`config.mk`:
```
export PLATFORM = sky130hd
export DESIGN_NAME = fetch_controller
export DESIGN_NICKNAME = d
export VERILOG_FILES = /design/src/rtl/riscv_pkg.sv /design/src/rtl/fetch_controller.sv
export SDC_FILE = /design/constraint.sdc
export NUM_CORES = 1
export LEC_CHECK = 0
export CELL_PAD_IN_SITES_DETAIL_PLACEMENT = 0
export CELL_PAD_IN_SITES_GLOBAL_PLACEMENT = 2
export CORE_MARGIN = 10
export CORE_UTILIZATION = 25
export CTS_CLUSTER_SIZE = 24
export DETAILED_ROUTE_END_ITERATION = 8
export PLACE_DENSITY = 0.89
export SETUP_SLACK_MARGIN = 0.1
export SYNTH_ARGS = -nofsm -noshare
export SYNTH_HDL_FRONTEND = slang
export SYNTH_SLANG_ARGS = --single-unit
```
`constraint.sdc`:
```
create_clock -name clk_i -period 2.7 [get_ports clk_i]
set_input_delay 0.27 -clock clk_i [delete_from_list [all_inputs] [get_ports clk_i]]
set_output_delay 0.27 -clock clk_i [all_outputs]
set_load 0.01 [all_outputs]
```
`src/rtl/riscv_pkg.sv`:
```
// Shared types and constants for the instruction fetch front end.
package riscv_pkg;

    localparam int XLEN        = 32;
    localparam int INSTR_BYTES = 4;

    localparam logic [XLEN-1:0] NOP_INSTR = 32'h0000_0013;
    localparam logic [XLEN-1:0] PC_STEP   = XLEN'(INSTR_BYTES);

    // Fetch sequencer states; at most one memory transaction is in flight.
    typedef enum logic [2:0] {
        BOOT  = 3'd0,
        REQ   = 3'd1,
        WAIT  = 3'd2,
        VALID = 3'd3,
        FLUSH = 3'd4
    } fetch_state_e;

endpackage

```
`src/rtl/fetch_controller.sv`:
```
// Single-outstanding instruction fetch controller.
//
// Handshakes: imem request is held (address stable) until imem_gnt_i is seen
// with imem_req_o high; the response is the single imem_rvalid_i pulse that
// follows. Decode transfer completes on a cycle where instr_valid_o and
// instr_ready_i are both high; while valid is high and ready is low,
// instr_o / instr_pc_o are held. A redirect wins over every other event in
// the cycle it is sampled, including a decode handshake.
module fetch_controller
    import riscv_pkg::*;
#(
    parameter logic [XLEN-1:0] BOOT_ADDR = 32'h0000_0000
) (
    input  logic            clk_i,
    input  logic            reset_i,
    input  logic            redirect_i,
    input  logic [XLEN-1:0] redirect_pc_i,
    output logic            imem_req_o,
    output logic [XLEN-1:0] imem_addr_o,
    input  logic            imem_gnt_i,
    input  logic            imem_rvalid_i,
    input  logic [XLEN-1:0] imem_rdata_i,
    output logic            instr_valid_o,
    input  logic            instr_ready_i,
    output logic [XLEN-1:0] instr_o,
    output logic [XLEN-1:0] instr_pc_o,
    output logic [XLEN-1:0] pc_o,
    output fetch_state_e    state_o
);

    fetch_state_e    state_q, state_d;
    logic [XLEN-1:0] pc_q, pc_d;
    logic [XLEN-1:0] instr_q, instr_d;
    logic [XLEN-1:0] instr_pc_q, instr_pc_d;

    logic            imem_req;
    logic            instr_valid;
    logic [XLEN-1:0] redirect_target;
    logic [XLEN-1:0] pc_next_seq;
    logic            unused_redirect_lsbs;

    // Targets are word aligned; the low two bits of the request are dropped.
    assign redirect_target      = {redirect_pc_i[XLEN-1:2], 2'b00};
    assign unused_redirect_lsbs = ^redirect_pc_i[1:0];

    // Sequential PC step, modulo 2^32 so 0xFFFF_FFFC rolls over to zero.
    assign pc_next_seq = pc_q + PC_STEP;

    // State and datapath registers; reset abandons any transaction in flight.
    always_ff @(posedge clk_i or negedge reset_i) begin
        if (!reset_i) begin
            state_q    <= BOOT;
            pc_q       <= {BOOT_ADDR[XLEN-1:2], 2'b00};
            instr_q    <= NOP_INSTR;
            instr_pc_q <= '0;
        end else begin
            state_q    <= state_d;
            pc_q       <= pc_d;
            instr_q    <= instr_d;
            instr_pc_q <= instr_pc_d;
        end
    end

    // Next-state, PC update and output decode for the fetch sequencer.
    always_comb begin
        state_d     = state_q;
        pc_d        = pc_q;
        instr_d     = instr_q;
        instr_pc_d  = instr_pc_q;
        imem_req    = 1'b0;
        instr_valid = 1'b0;

        unique case (state_q)
            BOOT: begin
                state_d = REQ;
                if (redirect_i) begin
                    pc_d = redirect_target;
                end
            end

            REQ: begin
                imem_req = 1'b1;
                if (redirect_i) begin
                    pc_d = redirect_target;
                    // A grant in the same cycle still owes a response that
                    // must be swallowed before the next request goes out.
                    state_d = imem_gnt_i ? FLUSH : REQ;
                end else if (imem_gnt_i) begin
                    state_d = WAIT;
                end
            end

            WAIT: begin
                if (redirect_i) begin
                    pc_d    = redirect_target;
                    state_d = imem_rvalid_i ? REQ : FLUSH;
                end else if (imem_rvalid_i) begin
                    instr_d    = imem_rdata_i;
                    instr_pc_d = pc_q;
                    pc_d       = pc_next_seq;
                    state_d    = VALID;
                end
            end

            VALID: begin
                instr_valid = 1'b1;
                if (redirect_i) begin
                    pc_d    = redirect_target;
                    state_d = REQ;
                end else if (instr_ready_i) begin
                    state_d = REQ;
                end
            end

            FLUSH: begin
                if (redirect_i) begin
                    pc_d = redirect_target;
                end
                // The owed response is dropped whenever it arrives; leaving
                // on it even when a redirect lands in the same cycle avoids
                // waiting for a response that will never come.
                if (imem_rvalid_i) begin
                    state_d = REQ;
                end
            end

            default: begin
                state_d = BOOT;
            end
        endcase
    end

    assign imem_req_o    = imem_req;
    assign imem_addr_o   = pc_q;
    assign pc_o          = pc_q;
    assign instr_valid_o = instr_valid;
    assign instr_o       = instr_q;
    assign instr_pc_o    = instr_pc_q;
    assign state_o       = state_q;

endmodule

```
# Word level (Yosys, flattened, before mapping)
# Index checks and enable logic that the tools add are counted.
[op_classes] n_mux=16 bitwise_logic=1 n_reduce_logical=6 eq_ne=9 addsub=1
[op_table] cell="two-way mux 32 bit" count=3
[op_table] cell="case mux 32 bit (2 select lines)" count=1
[op_table] cell="adder 32 x 3 -> 32 bit, second input constant" count=1
[op_table] cell="two-way mux 3 bit" count=9
[op_table] cell="case mux 3 bit (5 select lines)" count=1
[op_table] cell="inequality test 3 bit, second input constant" count=3
[op_table] cell="== test 3 x 2 -> 1 bit, second input constant" count=2
[op_table] cell="AND reduction 3 bit" count=2
[op_table] cell="AND reduction 4 bit" count=1
[op_table] cell="OR reduction 4 bit" count=1
[op_table] cell="== test 3 x 1 -> 1 bit, second input constant" count=1
[op_table] cell="== test 3 bit, second input constant" count=1
[op_table] cell="zero test 3 bit" count=1
[op_table] cell="two-way mux 1 bit" count=2
[op_table] cell="inequality test 2 x 1 -> 1 bit, second input constant" count=1
[op_table] cell="inequality test 2 bit, second input constant" count=1
[op_table] cell="nonzero test 2 bit" count=1
[op_table] cell="inverter 1 bit" count=1
[totals] regBits=99 inputBits=70

# Logic depth before layout (Yosys ltp)
# Gate-level depths: netlist (run 1).
[depth] word_depth=4 mapped_depth=8 depth_no_buf=6

# Worst setup path before layout (run 1)
# Ideal clock, no wire load.
[synth_timing] kind="register to register" from="register pc_q[2], in the netlist imem_addr_o[2]" to="register pc_q[28], in the netlist imem_addr_o[28]" required_time_ns=2.629 setup_slack_ns=0.652 synth_period_minus_slack_ns=2.048 arrival_ns=1.977 stages_incl_launch_ff=7 setup_time_ns=0.071 n_path_buf=0 cell_sequence="dfrtp_1 ha_1 and2_0 nand2_1 or4_1 or4_1 nand4_1"
[synth_via] elab_chain_cells=4
[synth_lines] item="start: declaration" line="fetch_controller.sv:32" rtl="logic [XLEN-1:0] pc_q, pc_d;"
[synth_lines] item="start signal: assignment" line="fetch_controller.sv:53" rtl="pc_q <= {BOOT_ADDR[XLEN-1:2], 2'b00};"
[synth_lines] item="start signal: assignment" line="fetch_controller.sv:58" rtl="pc_q <= pc_d;"
[synth_lines] item="adder 32 x 3 -> 32 bit" line="fetch_controller.sv:47" rtl="assign pc_next_seq = pc_q + PC_STEP;"
[synth_lines] item="two-way mux 32 bit" line="fetch_controller.sv:97" rtl="end else if (imem_rvalid_i) begin"
[synth_lines] item="two-way mux 32 bit" line="fetch_controller.sv:94" rtl="if (redirect_i) begin"
[synth_lines] item="case mux 32 bit (2 select lines)" line="fetch_controller.sv:73" rtl="unique case (state_q)"
# No other way between the ends. The select of a mux whose other input is x is not followed.
# A chain may end at the register's enable or synchronous reset.

# Worst setup path after layout (run 1)
# Ends and elaborated chain as after synthesis.

==> results of run 1 <==
==> layer usage <==
layer	part of all wire, %	track usage (%)
met2	51	21.5
met1	40	14.4
met3	8.2	4.53
met4	1.2	2.94
met5	0.082	0
==> per-stage QoR <==
| stage | instance area, µm² | instances |
|---|---|---|
| 6_report | 7080 | 841 |
| 5_1_grt | 7080 | 841 |
| 2_1_floorplan | 4740 | 446 |
| 3_5_place_dp | 6760 | 824 |
| 4_1_cts | 7080 | 841 |
| 3_3_place_gp | 6760 | 824 |
==> sequential cells by signal (all words and copies together), names as in the netlist <==
register	cells
instr_pc_o	30
state_o	3
imem_addr_o	30
instr_o	32
==> cell families after synthesis <==
group | synth area share (%)
adder cells (fa/ha/maj) | 0.265
AO/OA/AOI/OAI | 12.6
multiplexers | 15.0
AND/OR/NAND/NOR | 13.2
other | 0.0795
buffers and inverters | 8.38
flip-flops | 50.5
==> cell usage in the layout (no fill, tap or decap), drive strengths merged, types with 5 or more instances in the layout <==
cell,Yosys,layout
clkdlybuf4s50,0,193
dfrtp,92,92
mux2,61,61
nand2,32,32
a21oi,32,32
nor2,25,25
nand3,16,16
o21ai,15,15
buf,48,14
o22ai,11,11
nor3,10,10
clkbuf,15,10
nand4,9,9
nor4,6,6
conb,1,6
and4,5,5
or4,5,5
inv,3,5
==> final timing paths <==
path | from | endpoint | slack [ns]
max in group asynchronous | reset_i | instr_o[31] | 1.46
max reg2reg | imem_addr_o[2] | imem_addr_o[28] | 0.33
min reg2reg | instr_pc_o[11] | instr_pc_o[11] | 0.49
min | redirect_pc_i[3] | imem_addr_o[3] | 0.49
max | imem_addr_o[2] | imem_addr_o[28] | 0.33
min in group asynchronous | reset_i | instr_pc_o[24] | 0.51
==> timing repair <==
action | in CTS | in global routing
endpoints found under the hold margin | 44 | 0
resized for setup | 0 | 0
hold buffers | 1 | 0
==> tightest hold or removal path, delay by kind of cell <==
kind | cells | cell delay [ns]
and+or+nand+nor | 1 | 0.06
buffers and inverters | 1 | 0.40
AOI/OAI and AO/OA | 1 | 0.07
==> power groups by stage <==
| stage | Combinational, mW | Sequential [mW] | Clock [mW] |
|---|---|---|---|
| CTS | 3.88 | 2.80 | 1.41 |
| finish | 3.80 | 2.79 | 1.35 |
| global placement | 3.82 | 2.78 | 0 |
| floorplan | 1.60 | 2.91 | 0 |
| detailed placement | 3.86 | 2.83 | 0 |
| global route | 4.09 | 2.91 | 1.46 |
==> final cells by class <==
| type | count | area [µm²] | area share, % |
|---|---|---|---|
| well taps | 234 | 293 | 4.14 |
| multi-input cells | 285 | 1980 | 27.9 |
| flip-flops and latches | 95 | 2380 | 33.6 |
| repair buffers | 208 | 2110 | 29.8 |
| clock inverters | 6 | 66.3 | 0.937 |
| inverters | 3 | 11.3 | 0.159 |
| clock buffers | 10 | 239 | 3.38 |
==> summary.md, run 1 <==
| Metric | Value |
|---|---|
| Drt first pass iters | 4 |
| Die area | approximately 0.025 mm² |
| CP Max Fanout | 7 |
| Synth warnings | 0 |
| Avg Synthesized Cell Area | 10.7 µm² |
| Final min period | approximately 2.4 ns |
| Final Hold Viols | 0 |
| Synth unique cells | 50 |
| Max VDD drop | just over 400 µV |
| Total setup buffers inserted after CTS | 0 |
| NetSw | ~2.9 mW |
| Ant. Diodes | 0 |
| Power Density | between 1000 and 1500 mW/mm² |
| TritonCTS Buffers | 9 |
| Post-route ant nets | 0 |
| Final net count | roughly 670 |
| GP Congestion | approximately 0.82 |
| Stages on worst setup path | 6 |
| Synthesized area | ~0.0047 mm² |
| Cell family with most CP delay | simple AND/OR/NAND/NOR gates |
| Row count | 50 |
| Skew-Pair Late Insertion Delay | between 0.3 and 0.4 ns |
| GR Overflow Total | 0 |
| Layout cells sized above 1 | between 10% and 20% |
| Synth cell count leaders | dfrtp_1 (92), mux2_2 (44), buf_4 (37), a21oi_1 (32), nand2_1 (31) |
| Clock Skews | a little over 0.009 ns |
| Effective utilization at floorplan | 25.3% |
| Flop pwr share | 35.1% |
| Initial antenna violation count | 1 |
| Synthesis-to-finish area growth | 50.1% |
| Setup slack after layout | 0.332 ns |
| Pins Over Slew Limit | 0 |
| Cell with the most instances after synthesis | dfrtp_1 |
| CP endpoint kind | flip-flop |
| EDFF count, synth | 0 |
| Fin crit share | ~90% |
| RSZ-0062 raised after global routing | no |
| Clk pwr share | between 10% and 20% |
| WS Path Type | flip-flop to flip-flop |
| Detailed Route WL | between 15000 and 20000 µm |
| Vias in the first global route | 4199 |
| CTS HTree Levels | 3 |
| Gate power share | between 40% and 50% |
| Status | finished, final reports clean |
| FF-to-FF path depth | 6 |
| First-iteration detailed-routing DRC count | ~280 |
| Leak | 2.89 nW |
| Filler Cell Count | between 1500 and 2000 |
| CP arrival | ~2.7 ns |
| DR DRC count | 0 |
| Area leader, netlist | dfrtp_1 |
| Die Span Y | 157 µm |
| First-pass GRT wire length | 24200 µm |
| Cells after Synth | 441 |
| Slowest CP cell | or4_1 |
| Via count | 4043 |
| Drt via density | 4.81 |
| Max-cap viol count | 0 |
| Least-Margin Pin Slew | a little under 0.7 ns |
| Crit-path max cell delay | around 0.54 ns |
| CTS Buffer Depth | 2 |
| Yosys reg bits | 95 |
| Worst endpoint required time | between 2 and 3 ns |
| IO Pins | 203 |
| CP Cell Sequence | ha_1, and2_0, nand2_1, or4_1, or4_1, nand4_1 |
| Yosys top cell area share | approximately half |
| Ys flop type | dfrtp_1 |
| Die X | roughly 160 µm |
| Sink Count | 95 |
| Setup violations, final | 0 |
| Async SR Flop Fraction | 100% |
| Pwr Total | 7.94 mW |
| Worst Hold Class | input port to flip-flop |
| Wire length per cell | 18.9 µm |
| Sw Ratio | a little over a third |
| Fmax | around 420 MHz |
| TNS Setup | 0 ns |
| CORE AREA | between 0.015 and 0.02 mm² |
| Rel. slew slack | ~54% |
| GRT Util Overall | between 10% and 20% |
| Final HPWL DP | approximately 12000 µm |
| Worst slack, placed | ~0.23 ns |
| Final Util | a little under two fifths |
| Sequential fraction of the synthesis area | roughly half |
| Hold WS | a little under 0.5 ns |
| CTS tree | done |
| Largest net degree at the start of global routing | 55 |
| Top cell by count, worst path | or4_1 |
| Root Driver | clkbuf_16 |
| Reg clk slew, reported paths | approximately 0.070 ns |
| Count of input and output buffers | ~190 |
| CP Launch Type | flip-flop |
| CP bufs+invs | 0 |
| Hold Path Depth | 3 |
| Top cells by area, synth | dfrtp_1 (49%), mux2_2 (11%), buf_4 (5.9%) |
| Internal Power | around 5 mW |
(Power assumes the default switching activity.)
==> run 2: changes to the inputs <==
--- a/config.mk
+++ b/config.mk
@@ -12,6 +12,8 @@
 export CTS_CLUSTER_SIZE = 24
 export DETAILED_ROUTE_END_ITERATION = 8
 export PLACE_DENSITY = 0.89
+export RECOVER_POWER = 100
+export REMOVE_ABC_BUFFERS = 1
 export SETUP_SLACK_MARGIN = 0.1
 export SYNTH_ARGS = -nofsm -noshare
 export SYNTH_HDL_FRONTEND = slang
==> run 2 against run 1 <==
Against the previous run:
- utilization shrank 0.46 points
- final cell count grew 0.12%
- largest power group unchanged
- die area is the same
==> summary.md, run 2 (same netlist as run 1, synthesis figures left out) <==
| Metric | Value |
|---|---|
| TNS Setup | 0 ns |
| CORE AREA | between 0.015 and 0.02 mm² |
| WS Path Type | flip-flop to flip-flop |
| Ant. Diodes | 0 |
| Layout cells sized above 1 | 13.0% |
| Crit-path max cell delay | 0.61 ns |
| NetSw | between 2 and 3 mW |
| Status | finished, final reports clean |
| Rel. slew slack | between 20% and 30% |
| Met3 wire length | 1570 µm |
| Filler Cell Count | approximately 1800 |
| Fin crit share | between 80% and 90% |
| Internal Power | roughly 4.6 mW |
| CTS HTree Levels | 3 |
| Clk pwr share | 16.7% |
| Met1 wire length | between 6000 and 7000 µm |
| CP Launch Type | flip-flop |
| Worst Hold Class | flip-flop to flip-flop |
| Wire length per cell | about 19 µm |
| Sink Count | 95 |
| Post_cts resized | 0 |
| Cell family with most CP delay | simple AND/OR/NAND/NOR gates |
| Die Span Y | around 160 µm |
| Vias in the first global route | between 4000 and 5000 |
| Worst slack, placed | ~0.39 ns |
| Row count | 50 |
| Effective utilization at floorplan | about a quarter |
| Max-cap viol count | 0 |
| Most frequent cells in the layout | dlygate4sd3_1 (129), dfrtp_1 (92), clkdlybuf4s50_1 (65) |
| Multi-input combinational cell area | about 0.0020 mm² |
| Total setup buffers inserted after CTS | 0 |
| Final HPWL DP | approximately 12000 µm |
| Clock Skews | around 0.0085 ns |
| CTS Buffer Depth | 2 |
| Commonest non-fill, non-tap cell in the layout | dlygate4sd3_1 |
| Final std cells w/o fill | about 840 |
| RSZ-0062 raised after global routing | no |
| Detailed Route WL | 16000 µm |
| Via count | 4117 |
| Initial antenna violation count | 0 |
| DR WL met2 | between 7000 and 8000 µm |
| Gate power share | a little under half |
| Leak | 2.95 nW |
| Least-Margin Pin Slew | 1.14 ns |
| DR DRC count | 0 |
| Finished Cell Area | roughly 0.0070 mm² |
| Final Util | 37.5% |
| GP Congestion | between 0.7 and 0.8 |
| Reg clk slew, reported paths | around 0.07 ns |
| Drt first pass iters | 5 |
| Power Density | 1070 mW/mm² |
| Placed Area | roughly 0.0068 mm² |
| Max VDD drop | 500 µV |
| GR Overflow Total | 0 |
| CP endpoint kind | flip-flop |
| Skew-Pair Late Insertion Delay | between 0.3 and 0.4 ns |
| Count of input and output buffers | slightly below 200 |
| CP Max Fanout | 35 |
| Die X | roughly 160 µm |
| Largest net degree at the start of global routing | 52 |
| Fmax | 424 MHz |
| R2r setup slk | 0.34 ns |
| TritonCTS Buffers | 9 |
| Final Hold Viols | 0 |
| Placed cell count | 825 |
| Setup slack after layout | around 0.34 ns |
| CP arrival | 2.59 ns |
| GRT Util Overall | between 10% and 20% |
| Final net count | 674 |
| CTS tree | done |
| First-pass GRT wire length | 24300 µm |
| Worst endpoint required time | ~2.9 ns |
| IO Pins | around 200 |
| Largest register FFs | 32 |
| Post-route ant nets | 0 |
| Drt via density | just under 5 |
| Sw Ratio | between 30% and 40% |
| CP Cell Sequence | nand2b_1, or4_4, buf_2, mux2_1 |
| Slowest CP cell | or4_4 |
| Flop pwr share | a little over a third |
| CP bufs+invs | 1 |
| Top layer reached by signal wires | met4 |
| First-iteration detailed-routing DRC count | approximately 220 |
| Pins Over Slew Limit | 0 |
| Synthesis-to-finish area growth | 48.2% |
| Setup violations, final | 0 |
| Root Driver | clkbuf_16 |
| Final min period | roughly 2.4 ns |
| Die area | about 0.025 mm² |
| Reg area | around 0.0024 mm² |
==> run 2: worst register-to-register path, cell delays in order (launching register included) <==
cell and delay, ns:
dfrtp_1 0.49, nand2b_1 0.24, or4_4 0.61, buf_2 0.45, mux2_1 0.46
==> run 2: worst paths after layout <==
check,depth (start not counted),from,to
min reg2reg,2,instr_pc_o[23],instr_pc_o[23]
min in group asynchronous,2,reset_i,instr_pc_o[26]
min,2,instr_pc_o[23],instr_pc_o[23]
max in group asynchronous,3,reset_i,imem_addr_o[18]
max reg2reg,4,state_o[0],instr_pc_o[15]
max,4,state_o[0],instr_pc_o[15]
==> run 2: what timing repair did <==
item,in CTS,in global routing
endpoints found under the hold margin,41,0
hold buffers,1,0
endpoints found under the setup margin,0,0
==> run 2: final cells by class <==
| cell class | count | share of cell area (%) |
|---|---|---|
| well taps | 234 | 4.19 |
| repair buffers | 209 | 29.5 |
| flip-flops and latches | 95 | 34.1 |
| multi-input cells | 285 | 28.1 |
| clock buffers | 10 | 3.27 |
| inverters | 3 | 0.161 |
| clock inverters | 6 | 0.770 |
==> run 2: metrics by stage <==
stage | hold slack (ns) | total power, mW
floorplan | -0.0256 | 4.15
detailed placement | 0.323 | 6.72
CTS | 0.479 | 8.01
global placement | 0.314 | 6.60
global route | 0.502 | 8.03
finish | 0.479 | 7.49
==> run 2: routing by layer <==
metal / GRT usage [%] / vias to the layer above
met5: 0 / -
met3: 4.99 / 16
met1: 14.6 / 2029
met2: 21.0 / 174
li1: - / 1898
met4: 3.38 / 0
==> run 2: power groups by stage <==
stage	combinational (mW)	clock, mW	sequential, mW
CTS	3.97	1.30	2.75
detailed placement	3.95	0	2.77
global route	3.84	1.36	2.83
finish	3.54	1.25	2.70
floorplan	1.07	0	3.08
global placement	3.89	0	2.71
